[src/rtl/mem_arbiter_if.sv]
// mem_arbiter_if: CPU and DBG request/ack ports, memory bus and busy; slave = arbiter side, master = environment side
interface mem_arbiter_if #(
  parameter int WIDTH = 16,
  parameter int ADDR_W = 11
);
  logic              cpu_req, cpu_we, cpu_ack;
  logic [ADDR_W-1:0] cpu_addr;
  logic [WIDTH-1:0]  cpu_wdata, cpu_rdata;
  logic              dbg_req, dbg_we, dbg_ack;
  logic [ADDR_W-1:0] dbg_addr;
  logic [WIDTH-1:0]  dbg_wdata, dbg_rdata;
  logic              mem_en, mem_we;
  logic [ADDR_W-1:0] mem_addr;
  logic [WIDTH-1:0]  mem_wdata, mem_rdata;
  logic              busy;
  modport slave (
    input  cpu_req, cpu_we, cpu_addr, cpu_wdata, dbg_req, dbg_we, dbg_addr, dbg_wdata, mem_rdata,
    output cpu_ack, cpu_rdata, dbg_ack, dbg_rdata, mem_en, mem_we, mem_addr, mem_wdata, busy
  );
  modport master (
    output cpu_req, cpu_we, cpu_addr, cpu_wdata, dbg_req, dbg_we, dbg_addr, dbg_wdata, mem_rdata,
    input  cpu_ack, cpu_rdata, dbg_ack, dbg_rdata, mem_en, mem_we, mem_addr, mem_wdata, busy
  );
endinterface

[src/rtl/mem_arbiter.sv]
// mem_arbiter: CPU-priority arbiter with DBG starvation guard, one 4-cycle memory access at a time; ports clk, reset (async high), bus (mem_arbiter_if.slave)
module mem_arbiter #(
  parameter int WIDTH = 16,
  parameter int DEPTH = 2048,
  parameter int ADDR_W = 11,
  parameter int MAX_WAIT = 4
) (
  input logic          clk,
  input logic          reset,
  mem_arbiter_if.slave bus
);
  localparam int CW = $clog2(MAX_WAIT + 1);
  localparam logic [ADDR_W:0] LIMIT = (ADDR_W + 1)'(DEPTH);
  typedef enum logic [1:0] {IDLE, ISSUE, WAIT, RESP} state_t;
  state_t            state;
  logic [CW-1:0]     wait_cnt;
  logic              owner, we, dbg_win, sel_we, sel_ok, addr_ok;
  logic [ADDR_W-1:0] addr, sel_addr;
  logic [WIDTH-1:0]  wdata, sel_wdata;
  always_comb begin
    dbg_win = bus.dbg_req && (wait_cnt == CW'(MAX_WAIT) || !bus.cpu_req);
    sel_we = dbg_win ? bus.dbg_we : bus.cpu_we;
    sel_addr = dbg_win ? bus.dbg_addr : bus.cpu_addr;
    sel_wdata = dbg_win ? bus.dbg_wdata : bus.cpu_wdata;
    sel_ok = {1'b0, sel_addr} < LIMIT;
    addr_ok = {1'b0, addr} < LIMIT;
  end
  always_ff @(posedge clk or posedge reset)
    if (reset) begin
      state <= IDLE;
      wait_cnt <= '0;
      owner <= 1'b0;
      we <= 1'b0;
      addr <= '0;
      wdata <= '0;
      bus.cpu_ack <= 1'b0;
      bus.dbg_ack <= 1'b0;
      bus.cpu_rdata <= '0;
      bus.dbg_rdata <= '0;
      bus.mem_en <= 1'b0;
      bus.mem_we <= 1'b0;
      bus.mem_addr <= '0;
      bus.mem_wdata <= '0;
      bus.busy <= 1'b0;
    end else
      case (state)
        IDLE: if (bus.cpu_req || bus.dbg_req) begin
          state <= ISSUE;
          bus.busy <= 1'b1;
          owner <= dbg_win;
          we <= sel_we;
          addr <= sel_addr;
          wdata <= sel_wdata;
          // a CPU grant over a waiting DBG can only happen below MAX_WAIT, so +1 saturates naturally
          wait_cnt <= (!bus.dbg_req || dbg_win) ? '0 : wait_cnt + 1'b1;
          bus.mem_en <= sel_ok;
          bus.mem_we <= sel_ok && sel_we;
          bus.mem_addr <= sel_addr;
          bus.mem_wdata <= sel_wdata;
        end
        ISSUE: begin
          state <= WAIT;
          bus.mem_en <= 1'b0;
          bus.mem_we <= 1'b0;
          bus.mem_addr <= '0;
          bus.mem_wdata <= '0;
        end
        WAIT: begin
          state <= RESP;
          if (!we && !owner) bus.cpu_rdata <= addr_ok ? bus.mem_rdata : '0;
          if (!we && owner) bus.dbg_rdata <= addr_ok ? bus.mem_rdata : '0;
          bus.cpu_ack <= !owner;
          bus.dbg_ack <= owner;
        end
        RESP: begin
          state <= IDLE;
          bus.cpu_ack <= 1'b0;
          bus.dbg_ack <= 1'b0;
          bus.busy <= 1'b0;
        end
      endcase
endmodule

[src/flat_wrapper.sv]
// flat-port wrapper written by rule: the top's interface ports become plain ports
module mem_arbiter_flat 
#(
  parameter int WIDTH = 16,
  parameter int DEPTH = 2048,
  parameter int ADDR_W = 11,
  parameter int MAX_WAIT = 4
)
  (clk, reset, bus_cpu_req, bus_cpu_we, bus_cpu_addr, bus_cpu_wdata, bus_dbg_req, bus_dbg_we, bus_dbg_addr, bus_dbg_wdata, bus_mem_rdata, bus_cpu_ack, bus_cpu_rdata, bus_dbg_ack, bus_dbg_rdata, bus_mem_en, bus_mem_we, bus_mem_addr, bus_mem_wdata, bus_busy);
  mem_arbiter_if #(.WIDTH(WIDTH), .ADDR_W(ADDR_W)) bus_i ();
  input logic clk;
  input logic reset;
  input wire logic [$bits(bus_i.cpu_req)-1:0] bus_cpu_req;
  input wire logic [$bits(bus_i.cpu_we)-1:0] bus_cpu_we;
  input wire logic [$bits(bus_i.cpu_addr)-1:0] bus_cpu_addr;
  input wire logic [$bits(bus_i.cpu_wdata)-1:0] bus_cpu_wdata;
  input wire logic [$bits(bus_i.dbg_req)-1:0] bus_dbg_req;
  input wire logic [$bits(bus_i.dbg_we)-1:0] bus_dbg_we;
  input wire logic [$bits(bus_i.dbg_addr)-1:0] bus_dbg_addr;
  input wire logic [$bits(bus_i.dbg_wdata)-1:0] bus_dbg_wdata;
  input wire logic [$bits(bus_i.mem_rdata)-1:0] bus_mem_rdata;
  output wire logic [$bits(bus_i.cpu_ack)-1:0] bus_cpu_ack;
  output wire logic [$bits(bus_i.cpu_rdata)-1:0] bus_cpu_rdata;
  output wire logic [$bits(bus_i.dbg_ack)-1:0] bus_dbg_ack;
  output wire logic [$bits(bus_i.dbg_rdata)-1:0] bus_dbg_rdata;
  output wire logic [$bits(bus_i.mem_en)-1:0] bus_mem_en;
  output wire logic [$bits(bus_i.mem_we)-1:0] bus_mem_we;
  output wire logic [$bits(bus_i.mem_addr)-1:0] bus_mem_addr;
  output wire logic [$bits(bus_i.mem_wdata)-1:0] bus_mem_wdata;
  output wire logic [$bits(bus_i.busy)-1:0] bus_busy;
  assign bus_i.cpu_req = bus_cpu_req;
  assign bus_i.cpu_we = bus_cpu_we;
  assign bus_i.cpu_addr = bus_cpu_addr;
  assign bus_i.cpu_wdata = bus_cpu_wdata;
  assign bus_i.dbg_req = bus_dbg_req;
  assign bus_i.dbg_we = bus_dbg_we;
  assign bus_i.dbg_addr = bus_dbg_addr;
  assign bus_i.dbg_wdata = bus_dbg_wdata;
  assign bus_i.mem_rdata = bus_mem_rdata;
  assign bus_cpu_ack = bus_i.cpu_ack;
  assign bus_cpu_rdata = bus_i.cpu_rdata;
  assign bus_dbg_ack = bus_i.dbg_ack;
  assign bus_dbg_rdata = bus_i.dbg_rdata;
  assign bus_mem_en = bus_i.mem_en;
  assign bus_mem_we = bus_i.mem_we;
  assign bus_mem_addr = bus_i.mem_addr;
  assign bus_mem_wdata = bus_i.mem_wdata;
  assign bus_busy = bus_i.busy;
  mem_arbiter #(.WIDTH(WIDTH), .DEPTH(DEPTH), .ADDR_W(ADDR_W), .MAX_WAIT(MAX_WAIT)) u_core (.clk(clk), .reset(reset), .bus(bus_i));
endmodule
[config.mk]
export PLATFORM = sky130hd
export DESIGN_NAME = mem_arbiter_flat
export DESIGN_NICKNAME = d
export VERILOG_FILES = /design/src/rtl/mem_arbiter_if.sv /design/src/rtl/mem_arbiter.sv /design/src/flat_wrapper.sv
export SDC_FILE = /design/constraint.sdc
export NUM_CORES = 1
export LEC_CHECK = 0
export ABC_AREA = 1
export CELL_PAD_IN_SITES_DETAIL_PLACEMENT = 1
export CELL_PAD_IN_SITES_GLOBAL_PLACEMENT = 2
export CORE_MARGIN = 4
export CORE_UTILIZATION = 26
export CTS_BUF_LIST = sky130_fd_sc_hd__clkbuf_4
export DETAILED_ROUTE_END_ITERATION = 10
export MAX_ROUTING_LAYER = met4
export PLACE_DENSITY = 0.87
export SLEW_MARGIN = 20
export SYNTH_ARGS = -nofsm -noshare
export SYNTH_HDL_FRONTEND = slang
export SYNTH_SLANG_ARGS = --single-unit
[constraint.sdc]
create_clock -name clk -period 5.15 [get_ports clk]
set_input_delay 1.03 -clock clk [delete_from_list [all_inputs] [get_ports clk]]
set_output_delay 1.03 -clock clk [all_outputs]
set_load 0.01 [all_outputs]
==> results.py <==
metrics = {
    "critical_path": {
        "reg2reg_to": "u_core.we$_DFFE_PP0P_",
        "r2r_setup_slack_ps": 2840,
        "start_kind": "primary input",
        "required_ps": 5500,
        "arrival_ps": 3080,
        "ff2ff_path_depth": 9,
        "critPathCaptureType": "flop",
        "crit_type": "in -> reg",
        "crit_fanout": 30,
        "rr_startpoint": "u_core.wait_cnt[0]$_DFFE_PP0P_",
    },
    "synth": {
        "ys_types": 18,
        "syn_nets": 509,
        "yosysMostFrequentCell": "nand2_1",
        "synth_edf_count": 0,
        "ys_seq_elements": 71,
        "synth_top_area_share_pct": 52.42,
        "synthCells": 426,
        "synth_ff_type": "dfrtp_1",
        "syn_area_sq_um": 3390,
        "ys_warn_count": 0,
        "seq_area_frac_synth_pct": 52.42,
        "synthArstFlopShare_pct": 100.0,
        "synth_area_leaders": "dfrtp_1, nand3_1, nand2_1",
        "avgSynthCellArea_sq_um": 7.957,
        "yosysTopAreaCell": "dfrtp_1",
        "synth_common_cells": "nand2_1, nand3_1, inv_1",
    },
    "timing": {
        "whs_ps": 495.8,
        "slew-limit-headroom_pct": 26.41,
        "tns_ps": 0,
        "clock_skew_ps": 16.00,
        "final_max_slew_viol_count": 0,
        "final-hold-violation-count": 0,
        "finalSetupViolations": 0,
        "tightestPinTransition_ps": 1101,
        "layout_setup_ws_ps": 2415,
        "grt_setup_unrepaired": "no",
        "post-route-period-util_pct": 53.11,
        "fmax_mhz": 365.6,
        "post-route-min-period_ps": 2735,
    },
    "clock_tree": {
        "post_cts_buffers": 0,
        "htreeDepth": 3,
        "clkTransAtPathRegs_ps": 110,
        "hold_buffers": 0,
        "postCtsResizedCells": 0,
        "cts_root_buffer": "clkbuf_4",
        "clkLatencyLatePin_ps": 410,
        "cts_tree": "yes",
        "cts_sinks": 71,
        "cts_buffers": 9,
        "clockBufferDepth": 2,
    },
    "hold_path": {
        "whs_path_depth": 2,
        "min_to": "u_core.we$_DFFE_PP0P_",
        "hp-start": "u_core.we$_DFFE_PP0P_",
        "holdCritPathClass": "reg -> reg",
    },
    "placement": {
        "portBuffers": 139,
        "dp_hpwl_microns": 7728,
        "place_inst": 717,
        "place.gp.congestion": 0.7569,
        "pre_cts_ws_ps": 1901,
    },
    "layout": {
        "antennaDiodeCount": 0,
        "nNetsFinal": 640,
        "layout-drive-gt1-share_pct": 4.626,
        "area_delta_synth_final_pct": 49.72,
        "fin_cells": 734,
    },
    "floorplanning": {
        "fp.dieH_microns": 122.2,
        "coreArea_sq_um": 12670,
        "ios": 140,
        "die_area_sq_um": 14930,
        "rows": 41,
        "initial_core_util_pct": 26.75,
        "chipWidth_microns": 122.2,
    },
    "power_and_ir_drop": {
        "leakage_nw": 2.571,
        "irDropWorstVdd_mv": 0.1282,
        "power_density_nw_per_um2": 506.9,
        "power_mw": 2.572,
    },
    "route": {
        "drtPass1Iterations": 4,
        "via_per_inst": 4.354,
        "drt_iter0_markers": 199,
        "routedWlPerCell_microns": 14.45,
        "wirelength_microns": 10610,
        "via_count": 3196,
        "drc": 0,
        "drtAntennaViolNets": 0,
    },
    "global_routing": {
        "antenna_found_initial": 0,
        "grt_overflow_total": 0,
        "grt_max_degree": 44,
        "grt_usage_pct": 15.11,
        "grt_first_pass_wirelength_microns": 17440,
        "grt_pass1_vias": 3550,
    },
    "flow_run": {
        "maxCapViolations": 0,
    },
    "outcome": {
        "status": "finished clean",
    },
}
cell type report:
cell class | instances | area [sq um]
clock inverters | 7 | 87.58
flip-flops and latches | 71 | 1777
inverters | 83 | 311.5
clock buffers | 9 | 67.56
multi-input cells | 249 | 1191
well taps | 172 | 215.2
fillers | 1555 | 7596
repair buffers | 143 | 1425
critical path, cell delays in order:
cell             delay, ps
clkdlybuf4s50_1        470
nand2_1                 90
buf_4                  310
nand2_1                690
nand2_1                280
nand3_1                120
nand2_1                 80
per-stage QoR:
| stage | util (%) | cell area [sq um] |
|---|---|---|
| detailed placement | 38.70 | 4903 |
| floorplan | - | 3390 |
| finish | 40.05 | 5075 |
| global route | 40.05 | 5075 |
| global placement | 38.70 | 4903 |
| CTS | 39.92 | 5059 |
layout by cell type (no fill, tap or decap), types with 2 or more instances in the layout:
| cell | n |
|---|---|
| ha_1 | 7 |
| clkdlybuf4s50_1 | 139 |
| inv_2 | 3 |
| dfrtp_1 | 71 |
| nand3_1 | 89 |
| nor2_2 | 2 |
| clkbuf_4 | 9 |
| nor2_1 | 3 |
| o21ai_0 | 40 |
| bufinv_16 | 2 |
| buf_4 | 3 |
| nand2_1 | 102 |
| inv_1 | 80 |
| clkinvlp_4 | 2 |
| clkinv_1 | 2 |
layer usage:
metal	part of all wire, %	GRT usage (%)	up-vias
li1	-	-	1585
met1	46	19.17	1484
met2	46	24.00	115
met3	6.6	3.621	12
met4	1.2	4.689	0
met5	0	-	-
worst max-delay path by stage:
stage | startpoint | end | slack (ps) | depth (start not counted)
final | bus_cpu_req | u_core.we$_DFFE_PP0P_ | 2420 | 7
after detailed placement | bus_dbg_req | u_core.bus.mem_wdata[5]$_DFFE_PP0P_ | 1900 | 6
after floorplan | reset | u_core.bus.busy$_DFFE_PP0P_ | 2320 | 1
after global placement | bus_cpu_req | u_core.we$_DFFE_PP0P_ | 1950 | 7
after global routing | bus_cpu_req | u_core.bus.mem_we$_DFFE_PP0P_ | 2220 | 7
after CTS | bus_dbg_req | u_core.bus.mem_wdata[5]$_DFFE_PP0P_ | 2360 | 6
sequential cells by signal, summed over array words and instances, names as in the netlist:
register / cells
u_core.bus.dbg_rdata: 16
u_core.bus.mem_we: 1
u_core.bus.busy: 1
u_core.bus.cpu_rdata: 16
u_core.state: 2
u_core.bus.mem_wdata: 16
u_core.we: 1
u_core.owner: 1
u_core.wait_cnt: 3
u_core.bus.mem_en: 1
u_core.bus.mem_addr: 11
u_core.bus.dbg_ack: 1
u_core.bus.cpu_ack: 1
cells by family (layout without fill, tap and decap cells):
| family | Yosys count | after routing | share of synthesized area [%] |
|---|---|---|---|
| buffers and inverters | 106 | 242 | 12.59 |
| xor gates and xnor gates | 1 | 1 | 0.2584 |
| adders and majority gates | 7 | 7 | 2.584 |
| and+or+nand+nor | 200 | 200 | 26.10 |
| DFF | 71 | 71 | 52.42 |
| AOI/OAI and AO/OA | 41 | 41 | 6.054 |
power by group:
group	total [mW]	internal (mW)	switching, mW
Clock	0.393	0.193	0.200
Combinational	1.23	0.607	0.622
Sequential	0.950	0.805	0.145
(Power assumes the default switching activity.)
